`src/rtl/track_row_buffer.sv`:
```
// track_row_buffer: circular buffer of track rows for the pseudo-3D runner.
// The generator pushes rows through a valid/ready handshake. A retire pulse
// drops the oldest row. A two-stage lookup pipeline returns the tile code for
// a (lane, absolute row) pair.
// Optional macro TRB_STATS_EN: builds the saturating lookup-miss counter.
// With the macro undefined, stat_miss is tied to zero.
module track_row_buffer #(
    parameter int unsigned     ROWS      = 8,
    parameter int unsigned     TW        = 2,
    parameter logic [TW-1:0]   VOID_CODE = TW'(2'b11)
) (
    input  logic                     clk,
    input  logic                     rst,
    input  logic                     push_valid,
    output logic                     push_ready,
    input  logic [5*TW-1:0]          push_row,
    input  logic                     retire,
    output logic [10:0]              base_row,
    output logic [$clog2(ROWS):0]    count,
    input  logic                     lk_valid,
    input  logic [2:0]               index_x,
    input  logic [10:0]              index_y,
    output logic [TW-1:0]            tile,
    output logic                     tile_valid,
    output logic [15:0]              stat_miss
);

    localparam int unsigned AW    = $clog2(ROWS);
    localparam int unsigned CW    = AW + 1;
    localparam int unsigned RW    = 5 * TW;
    localparam int unsigned YW    = 11;
    localparam int unsigned LANES = 5;

    // Row storage, deliberately left uninitialised by reset
    logic [RW-1:0] mem [ROWS];

    logic [AW-1:0] rd_ptr;
    logic [AW-1:0] wr_ptr;

    logic          push_acc_c;
    logic          retire_eff_c;

    // Stage-1 combinational terms
    logic [YW-1:0] off_c;
    logic          hit_c;
    logic [AW-1:0] slot_c;

    // Stage-1 registers
    logic          s1_valid;
    logic          s1_hit;
    logic [AW-1:0] s1_slot;
    logic [2:0]    s1_x;

    // Stage-2 read path
    logic [RW-1:0] rd_row_c;
    logic [TW-1:0] lane_c;

    // Space is judged from the registered count, so a full buffer stays
    // closed for one cycle even when a retire frees a slot.
    assign push_ready   = (count < CW'(ROWS));
    assign push_acc_c   = push_valid && push_ready;
    assign retire_eff_c = retire && (count != '0);

    // Pointers, occupancy and the absolute row number of the oldest row
    always_ff @(posedge clk) begin
        if (rst) begin
            rd_ptr   <= '0;
            wr_ptr   <= '0;
            count    <= '0;
            base_row <= '0;
        end else begin
            if (push_acc_c) begin
                wr_ptr <= wr_ptr + AW'(1);
            end
            if (retire_eff_c) begin
                rd_ptr   <= rd_ptr + AW'(1);
                base_row <= base_row + YW'(1);
            end
            case ({push_acc_c, retire_eff_c})
                2'b10:   count <= count + CW'(1);
                2'b01:   count <= count - CW'(1);
                default: count <= count;
            endcase
        end
    end

    // Row write; reset blocks a push offered in the same cycle
    always_ff @(posedge clk) begin
        if (!rst && push_acc_c) begin
            mem[wr_ptr] <= push_row;
        end
    end

    // Window offset and hit decision against pre-update base_row/count.
    // The 11-bit subtraction wraps, so windows straddling row 2047 resolve.
    always_comb begin
        off_c  = index_y - base_row;
        hit_c  = lk_valid
                 && (index_x <= 3'd4)
                 && (index_y != 11'h7FF)
                 && (off_c < YW'(count));
        slot_c = rd_ptr + off_c[AW-1:0];
    end

    // Stage 1: register request, hit flag, physical slot and lane
    always_ff @(posedge clk) begin
        if (rst) begin
            s1_valid <= 1'b0;
            s1_hit   <= 1'b0;
            s1_slot  <= '0;
            s1_x     <= '0;
        end else begin
            s1_valid <= lk_valid;
            s1_hit   <= hit_c;
            s1_slot  <= slot_c;
            s1_x     <= index_x;
        end
    end

    // Lane select out of the addressed row
    always_comb begin
        rd_row_c = mem[s1_slot];
        lane_c   = VOID_CODE;
        for (int k = 0; k < LANES; k++) begin
            if (s1_x == 3'(k)) begin
                lane_c = rd_row_c[k*TW +: TW];
            end
        end
    end

    // Stage 2: registered tile result; misses return the void code
    always_ff @(posedge clk) begin
        if (rst) begin
            tile       <= VOID_CODE;
            tile_valid <= 1'b0;
        end else begin
            tile       <= s1_hit ? lane_c : VOID_CODE;
            tile_valid <= s1_valid;
        end
    end

`ifdef TRB_STATS_EN
    // Saturating count of valid lookups that missed, aligned with tile_valid
    always_ff @(posedge clk) begin
        if (rst) begin
            stat_miss <= '0;
        end else if (s1_valid && !s1_hit && (stat_miss != 16'hFFFF)) begin
            stat_miss <= stat_miss + 16'd1;
        end
    end
`else
    assign stat_miss = '0;
`endif

endmodule

```
`config.mk`:
```
export PLATFORM = sky130hd
export DESIGN_NAME = track_row_buffer
export DESIGN_NICKNAME = d
export VERILOG_FILES = /design/src/rtl/track_row_buffer.sv
export SDC_FILE = /design/constraint.sdc
export NUM_CORES = 1
export LEC_CHECK = 0
export CORE_MARGIN = 1
export CORE_UTILIZATION = 56
export DETAILED_ROUTE_END_ITERATION = 6
export PLACE_DENSITY = 0.84
export SKIP_LAST_GASP = 1
export SYNTH_ARGS = -nofsm -noshare
export SYNTH_HDL_FRONTEND = slang
export SYNTH_SLANG_ARGS = --single-unit
```
`constraint.sdc`:
```
create_clock -name clk -period 3.15 [get_ports clk]
set_input_delay 0.315 -clock clk [delete_from_list [all_inputs] [get_ports clk]]
set_output_delay 0.315 -clock clk [all_outputs]
set_load 0.1 [all_outputs]
```
Word level (Yosys, flattened, before mapping)
Memories as Yosys holds them, arrays and structs flattened. A register that Yosys moved wholly into a read port is not among the register bits.
Cells that the tools add are included.
{"block": "totals", "reg_bits": 29, "ramBits": 80, "output_inout_bits": 35, "memories": 1}
{"memory": "mem", "depth": 8, "width": 10, "read_ports": 1, "rd_ports_with_merged_regs": 1, "wr": 1, "line_no": "35", "text": "logic [RW-1:0] mem [ROWS];"}
{"block": "classes", "addsub": 7, "order_cmp": 3, "n_eq_ne": 7, "mux": 9, "n_bitwise": 1, "reduce_logical": 11}
{"cell": "11-bit by 1-bit adder with 11-bit output (second input constant)", "count": 1}
{"cell": "11-bit by 4-bit less-than comparator with 1-bit output", "count": 1}
{"cell": "11-bit != test (second input constant)", "count": 1}
{"cell": "11-bit subtractor", "count": 1}
{"cell": "2-bit 2-to-1 mux", "count": 5}
{"cell": "4-bit one-hot mux with 2 select lines", "count": 1}
{"cell": "3-bit by 1-bit adder with 3-bit output (second input constant)", "count": 2}
{"cell": "3-bit by 2-bit equality test with 1-bit output (second input constant)", "count": 2}
{"cell": "1-bit logical AND", "count": 6}
{"cell": "4-bit by 1-bit adder with 4-bit output (second input constant)", "count": 1}
{"cell": "4-bit less-than comparator (second input constant)", "count": 1}
{"cell": "4-bit nonzero test", "count": 1}
{"cell": "4-bit by 1-bit subtractor with 4-bit output (second input constant)", "count": 1}
{"cell": "3-bit adder", "count": 1}
{"cell": "3-bit by 1-bit equality test with 1-bit output (second input constant)", "count": 1}
{"cell": "3-bit equality test (second input constant)", "count": 1}
{"cell": "3-bit less-or-equal comparator (second input constant)", "count": 1}
{"cell": "3-bit logical NOT", "count": 1}
{"cell": "3-bit 2-to-1 mux", "count": 1}
{"cell": "2-bit by 1-bit equality test with 1-bit output (second input constant)", "count": 1}
{"cell": "2-bit equality test (second input constant)", "count": 1}
{"cell": "1-bit 2-to-1 mux", "count": 2}
{"cell": "2-bit nonzero test", "count": 1}
{"cell": "2-bit OR reduction", "count": 1}
{"cell": "other kinds (2)", "count": 2}

Longest topological paths before layout
Gate-level depths: netlist of the first run.
{"block": "depth", "word_depth": 6, "depth_mapped": 12, "depth_no_buf": 12}

Worst setup path before layout of the first run
Ideal clock, no wire load.
{"block": "synth_timing", "path_kind": "register -> register", "startpoint": "register count[3]", "endpoint": "register s1_hit", "arrival_time_ns": 2.913, "setup_slack_ns": 0.145, "stages_incl_launch_ff": 8, "n_path_buf": 0, "cell_sequence": "dfxtp_1 inv_1 ha_1 a21oi_1 nand3_1 a2111oi_0 o2111ai_1 nor4_1"}
{"block": "synth_via", "elab_chain_cells": 2}
{"item": "from (decl)", "line_no": "19", "text": "output logic [$clog2(ROWS):0] count,"}
{"item": "from (signal assigned)", "line_no": "80", "text": "2'b10: count <= count + CW'(1);"}
{"item": "from (signal assigned)", "line_no": "81", "text": "2'b01: count <= count - CW'(1);"}
{"item": "from (signal assigned)", "line_no": "82", "text": "default: count <= count;"}
{"item": "11-bit by 4-bit less-than comparator with 1-bit output", "line_no": "101", "text": "&& (off_c < YW'(count));"}
{"item": "1-bit logical AND", "line_no": "101"}
{"item": "to (signal assigned)", "line_no": "114", "text": "s1_hit <= hit_c;"}
{"item": "to (decl)", "line_no": "50", "text": "logic s1_hit;"}
Every way passes these cells.
A chain may end at the register's enable or synchronous reset.

Worst setup path after layout of the first run
{"block": "layout_timing", "startpoint": "register base_row[1]", "endpoint": "register s1_hit"}
{"block": "layout_via", "elab_chain_cells": 3}
{"item": "from (decl)", "line_no": "18", "text": "output logic [10:0] base_row,"}
{"item": "from (signal assigned)", "line_no": "77", "text": "base_row <= base_row + YW'(1);"}
{"item": "11-bit subtractor", "line_no": "97", "text": "off_c = index_y - base_row;"}
{"item": "11-bit by 4-bit less-than comparator with 1-bit output", "line_no": "101"}
{"item": "1-bit logical AND", "line_no": "101"}
Every way passes these cells.

==> results of run 1 <==
-- layout by cell type, fill, tap and decap left out, types with 2 or more instances in the layout --
cell / count
a2111oi_0: 2
nor4_1: 4
fa_1: 3
nand4_1: 6
a31oi_1: 4
xor2_1: 6
nand3_1: 7
clkdlybuf4s50_1: 46
nand3b_1: 2
nor3_1: 5
mux4_2: 11
and3_1: 2
or3b_2: 2
nor4b_2: 2
a211oi_1: 2
mux4_1: 9
nor2_1: 36
clkbuf_8: 9
buf_4: 15
a21o_1: 2
dfxtp_1: 32
edfxtp_1: 80
inv_6: 3
inv_1: 27
or3_1: 3
nor2b_1: 11
conb_1: 16
nand2_1: 12
o2111ai_1: 2
o21ai_0: 8
nor3b_1: 2
nand2b_1: 3
nor4_2: 2
a21oi_1: 14
xnor2_1: 15
mux2i_1: 9
ha_1: 20
-- cells by family (layout without fill, tap and decap cells) --
kind of cell,Yosys count,after routing,share of synthesized area
mux,29,29,0.1102
buf+inv,55,104,0.05716
flops,112,112,0.5841
fa+ha+maj,23,23,0.05956
other cells,1,16,0.0007198
simple gates,101,101,0.1004
compound gates,41,41,0.05259
xor+xnor,21,21,0.03530
-- metrics by stage --
stage / std cells / power [mW] / hold WS [ps]
finish: 555 / 4.000 / 457.8
global route: 555 / 4.189 / 476.5
CTS: 555 / 4.027 / 468.9
detailed placement: 539 / 3.202 / 438.5
global placement: 539 / 3.154 / 427.4
floorplan: 398 / 2.906 / 413.8
-- state kept, by name (all words and copies together), names as in the netlist, 2 cells and up, named ones only --
signal and count:
mem 80, rd_ptr 3, s1_x 3, wr_ptr 3
count 4, base_row 11, tile 2
-- worst paths after layout --
check / startpoint / depth (start not counted) / slack, ps / endpoint
worst max-delay path: base_row[1]$_SDFFE_PP0P_ / 11 / 650 / s1_hit$_SDFF_PP0_
worst min-delay path: s1_valid$_SDFF_PP0_ / 1 / 460 / tile_valid$_SDFF_PP0_
worst max register to register: base_row[1]$_SDFFE_PP0P_ / 11 / 650 / s1_hit$_SDFF_PP0_
worst min register to register: s1_valid$_SDFF_PP0_ / 1 / 460 / tile_valid$_SDFF_PP0_
-- cell type report --
type / instances / area (µm²) / area share
sequential: 112 / 3043 / 0.5074
multi-input combinational: 231 / 1951 / 0.3253
clock buffer: 10 / 148.9 / 0.02483
clock inverter: 6 / 45.04 / 0.007511
tap: 108 / 135.1 / 0.02253
inverter: 27 / 101.3 / 0.01690
timing repair buffer: 61 / 573.1 / 0.09556
-- routing by layer --
metal | vias to the layer above | routed length [µm] | GRT usage
met1 | 1552 | 4141 | 0.2611
met3 | 13 | 470 | 0.03404
met4 | 0 | 157 | 0.1056
met2 | 92 | 5226 | 0.3868
met5 | - | 0 | 0
li1 | 1509 | - | -
-- synthesized netlist by cell type (7+ instances only) --
| cell | count | area [µm²] |
|---|---|---|
| edfxtp_1 | 80 | 2402 |
| nor2_1 | 36 | 135.1 |
| dfxtp_1 | 32 | 640.6 |
| inv_1 | 27 | 101.4 |
| ha_1 | 20 | 250.2 |
| buf_4 | 17 | 127.6 |
| xnor2_1 | 15 | 131.4 |
| a21oi_1 | 14 | 70.07 |
| nand2_1 | 12 | 45.04 |
| mux4_2 | 11 | 247.7 |
| nor2b_1 | 11 | 68.82 |
| mux2i_1 | 9 | 90.09 |
| mux4_1 | 9 | 236.5 |
| o21ai_0 | 8 | 40.04 |
| clkbuf_1 | 7 | 26.28 |
| nand3_1 | 7 | 35.03 |
-- critical path, stage by stage, from the launching register on --
cell	delay, ps
dfxtp_1	450
inv_1	90
ha_1	300
a21o_1	170
a21oi_1	170
xnor2_1	90
ha_1	190
a21oi_1	130
nand3_1	90
a2111oi_0	290
o2111ai_1	170
nor4_1	270
-- power groups by stage --
stage / sequential [mW] / clock (mW) / combinational, mW
2_1_floorplan: 1.99 / 0 / 0.917
3_3_place_gp: 1.84 / 0 / 1.32
6_report: 1.81 / 0.834 / 1.36
5_1_grt: 1.82 / 0.904 / 1.46
3_5_place_dp: 1.84 / 0 / 1.36
4_1_cts: 1.81 / 0.849 / 1.37
==> results by group, run 1 <==
Run status
  • Status: finished with violations
  • Failing checks: DRC

CTS
  • Num CTS Buffers: 9
  • Setup Fix Bufs, Post-CTS: 0
  • Root Driver: clkbuf_8
  • CTS sink count: 112
  • Post-CTS sizing: 0
  • CTS tree: yes
  • Max Root-Sink Buffers: 2
  • Hold buffers post-CTS: 0
  • CTS clk-pin slew, worst paths: 100 ps
  • CTS HTree Levels: 3
  • Clock latency on the worst-skew pair: 370 ps

Die
  • Die H: 98.46 µm
  • Rows: 34
  • IO Pins: 64
  • Core area: 8848 µm²
  • Die area: 9693 µm²
  • Die X: 98.46 µm
  • Initial Util: 0.5888

Placed design
  • Pre-CTS setup slack: 360.9 ps
  • Port Buffers: 47
  • Post-placement cell area: 5803 µm²
  • HPWL after detailed placement: 6926 µm
  • Final Wtd Congestion: 0.8676

Job
  • MaxCap Viol Count: 0

Synth
  • Syn Inst Count: 383
  • Cell Area, Synth: 5210 µm²
  • Warnings from Yosys: 0
  • Ys async rst share: 0
  • Synth unique cells: 46
  • Avg Inst Size Synth: 13.60 µm²
  • Synth Flop Type: edfxtp_1
  • Post-synth EDFFs: 80
  • #FFs+latches synth: 112
  • Post-synthesis sequential area ratio: 0.5841

Pwr
  • Pwr dens: 667.0 nW/µm²
  • Power Internal: 2.570 mW
  • Switch share: 0.3574
  • Logic pwr share: 0.339
  • Psw: 1.430 mW
  • Leakage: 2.116 nW
  • Clock share of power: 0.209
  • Reg power frac: 0.452
  • VDD IR max: 0.7285 mV

Global route
  • Antenna violations before repair: 0
  • GRT Overall Usage: 0.2180
  • First-pass GRT wire length: 15,810 µm
  • Largest net degree at the start of global routing: 27
  • Vias in the first global route: 3,206
  • Grt total ovfl: 0

Worst setup path
  • Critical path class: reg -> reg
  • Critical path capture point type: flip-flop
  • Crit path launch type: flip-flop
  • CP required: 3410 ps
  • Critical Path AT: 2760 ps
  • Crit Path Max Fanout: 5

Timing
  • Final worst-path cycle share: 0.7928
  • Slew @ Worst Pin: 982.9 ps
  • Fin crit period: 2497 ps
  • Final Hold Viols: 0
  • Total negative slack: 0 ps
  • Slew margin rel.: 0.3427
  • Max-slew violation count: 0
  • Final WS setup: 652.8 ps
  • Final setup vio count: 0
  • Layout Skew: 12.75 ps
  • Fmax: 0.4005 GHz
  • RSZ-0062 raised after global routing: false

Route
  • Vias/cell: 5.705
  • Drt wl/cell: 18.01 µm
  • First-pass DRT Iterations: 7
  • DR vias: 3,166
  • Post-route ant nets: 0
  • Post-Route WL: 9995 µm
  • Drc violations: 2
  • DRT iter0 DRCs: 131

Finish
  • Layout area overhead: 15.11%
  • Layout cell share with drive strength beyond 1: 0.1141
  • N_diodes: 0
  • Final Util: 0.6777
  • Fillers: 648
  • Final Cell Area: 5997 µm²
  • Nets: 494

Worst hold path
  • Min-Delay Path Class: reg -> reg
Note: power is estimated with default switching activity, not from simulation.
==> run 2: changes to the inputs <==
==> constraint.sdc (replaced) <==
create_clock -name clk -period 2.49 [get_ports clk]
set_input_delay 0.249 -clock clk [delete_from_list [all_inputs] [get_ports clk]]
set_output_delay 0.249 -clock clk [all_outputs]
set_load 0.1 [all_outputs]
==> run 2 against run 1 <==
Effect of this change: the run now ends clean; clock power up 19%; non-clock buffer count up 13; first-iteration DRC count down 1.5%; worst setup slack worse by 430 ps; final cell count up 2.3%; routed wire length up 0.46%; critical path type unchanged; highest routed layer unchanged.
==> results by group, run 2 (synthesis results as in run 1) <==
Run status
  • Status: complete, no violations

Finish
  • Layout area overhead: 16.21%
  • Max reg flops: 80
  • Multi-input gate area: 1957 µm²
  • Fillers: 607
  • Top reg by flops: mem
  • Nets: 507
  • Largest registers: mem (80), base_row (11), count (4)
  • Storage element area: 3055 µm²
  • Final Util: 0.6842
  • Layout cell share with drive strength beyond 1: 0.1957
  • N_diodes: 0
  • Commonest cells after routing, fill and taps aside: edfxtp_1 (80), buf_4 (46), nor2_1 (36)
  • Commonest non-fill, non-tap cell in the layout: edfxtp_1

Worst setup path
  • Crit path launch type: flip-flop
  • Critical path capture point type: flip-flop
  • Worst R2R Setup Slack: 220 ps
  • CP required: 2780 ps
  • Critical path class: reg -> reg
  • R2r startpoint: count[3]$_SDFFE_PP0P_
  • Reg2Reg Depth: 8
  • Crit Path Max Fanout: 6
  • R2r endpoint: count[3]$_SDFFE_PP0P_
  • Critical Path AT: 2560 ps

Route
  • Drt wl/cell: 17.68 µm
  • Vias/cell: 5.650
  • Post-Route WL: 10,040 µm
  • First-pass DRT Iterations: 6
  • Drc violations: 0
  • DRT iter0 DRCs: 129
  • Post-route ant nets: 0
  • DR vias: 3,209

Timing
  • Final Hold Viols: 0
  • Final worst-path cycle share: 0.9111
  • Max-slew violation count: 0
  • Fin crit period: 2269 ps
  • Final setup vio count: 0
  • Total negative slack: 0 ps
  • Layout Skew: 14.04 ps
  • Fmax: 0.4408 GHz
  • Slew @ Worst Pin: 519.2 ps
  • RSZ-0062 raised after global routing: false
  • Slew margin rel.: 0.6534

Worst hold path
  • Worst Hold Endpoint: s1_valid$_SDFF_PP0_
  • Hold_sp: lk_valid
  • Min-Delay Path Class: in -> reg
  • Hold Path Cell Cnt: 2

Global route
  • Grt total ovfl: 0
  • First-pass GRT wire length: 16,150 µm
  • Largest net degree at the start of global routing: 20
  • Vias in the first global route: 3,246
  • Antenna violations before repair: 0
  • GRT Overall Usage: 0.2211

CTS
  • CTS sink count: 112
  • CTS HTree Levels: 3
  • Clock latency on the worst-skew pair: 370 ps
  • Num CTS Buffers: 9
  • Setup Fix Bufs, Post-CTS: 0
  • Max Root-Sink Buffers: 2
  • Root Driver: clkbuf_8
  • CTS clk-pin slew, worst paths: 110 ps
  • CTS tree: yes
  • Hold buffers post-CTS: 0
  • Post-CTS sizing: 0

Die
  • Die area: 9693 µm²
  • Rows: 34
  • IO Pins: 64
  • Initial Util: 0.5888
  • Die X: 98.46 µm
  • Core area: 8848 µm²
  • Die H: 98.46 µm

Placed design
  • Final Wtd Congestion: 0.8266
  • HPWL after detailed placement: 7329 µm
  • Port Buffers: 47

Pwr
  • Leakage: 2.202 nW
  • VDD IR max: 0.8506 mV
  • Pwr dens: 832.3 nW/µm²

Job
  • MaxCap Viol Count: 0
run 2: cell types whose count changed in the layout (fill, tap and decap cells not counted), sizes merged:
cell           previous run  this run
clkinvlp                  1         2
inv                      31        29
clkdlybuf4s50            46        28
buf                      15        46
clkinv                    1         2
run 2: final cells by class:
cell class,count,share of cell area
multi-input cells,231,0.3232
inverters,27,0.01674
flip-flops and latches,112,0.5046
clock inverters,6,0.008679
repair buffers,74,0.1033
well taps,108,0.02232
clock buffers,10,0.02108
run 2: worst max-delay path, cell delays in order (launching register included):
cell     delay, ps
dfxtp_4        370
o41a_1         440
ha_1           230
ha_1           280
a21o_1         170
a21oi_1        160
xnor2_1        100
or3_1          310
a21oi_1        140
run 2: how the worst max path moves through the flow:
stage                             startpoint               endpoint  slack (ps)  cells after the start
floorplan           base_row[9]$_SDFFE_PP0P_      s1_hit$_SDFF_PP0_         -60                      8
finish                 count[3]$_SDFFE_PP0P_  count[3]$_SDFFE_PP0P_         220                      8
CTS                 base_row[1]$_SDFFE_PP0P_      s1_hit$_SDFF_PP0_          80                     11
global placement                  index_y[0]      s1_hit$_SDFF_PP0_         -50                     10
detailed placement                index_y[0]      s1_hit$_SDFF_PP0_        -130                     10
global route        base_row[1]$_SDFFE_PP0P_      s1_hit$_SDFF_PP0_          40                     11
run 2: metal layers:
| metal | share of wire | track usage | routed length [µm] | vias up |
|---|---|---|---|---|
| met5 | 0 | 0 | 0 | - |
| met4 | 0.014 | 0.08037 | 140 | 0 |
| met3 | 0.043 | 0.04113 | 434 | 13 |
| met2 | 0.53 | 0.3987 | 5316 | 77 |
| met1 | 0.41 | 0.2656 | 4150 | 1592 |
| li1 | - | - | - | 1527 |
run 2: per-stage QoR:
step / total power, mW / hold slack, ps / cell area, µm² / setup slack, ps / cells
after floorplan: 3.690 / 347.9 / 5291 / -62.19 / 398
after global placement: 4.034 / 422.7 / 5868 / -48.78 / 552
after global routing: 5.296 / 455.3 / 6055 / 35.66 / 568
after CTS: 5.077 / 445.5 / 6048 / 84.20 / 568
after detailed placement: 4.094 / 437.1 / 5868 / -126.5 / 552
final: 5.039 / 458.2 / 6055 / 221.3 / 568
run 2: where the power goes:
part           total [mW]  switching, mW  internal (mW)
Clock               0.995          0.616          0.379
Sequential           2.28          0.155           2.13
Combinational        1.76           1.04          0.722
Total                5.04           1.81           3.23
==> run 3: changes to the inputs <==
--- a/config.mk
+++ b/config.mk
@@ -10,6 +10,7 @@
 export DETAILED_ROUTE_END_ITERATION = 6
 export PLACE_DENSITY = 0.84
 export SKIP_LAST_GASP = 1
+export SLEW_MARGIN = 20
 export SYNTH_ARGS = -nofsm -noshare
 export SYNTH_HDL_FRONTEND = slang
 export SYNTH_SLANG_ARGS = --single-unit
==> results of run 3 <==
No change in the layout: final DEF, timing and power equal those of run 2.
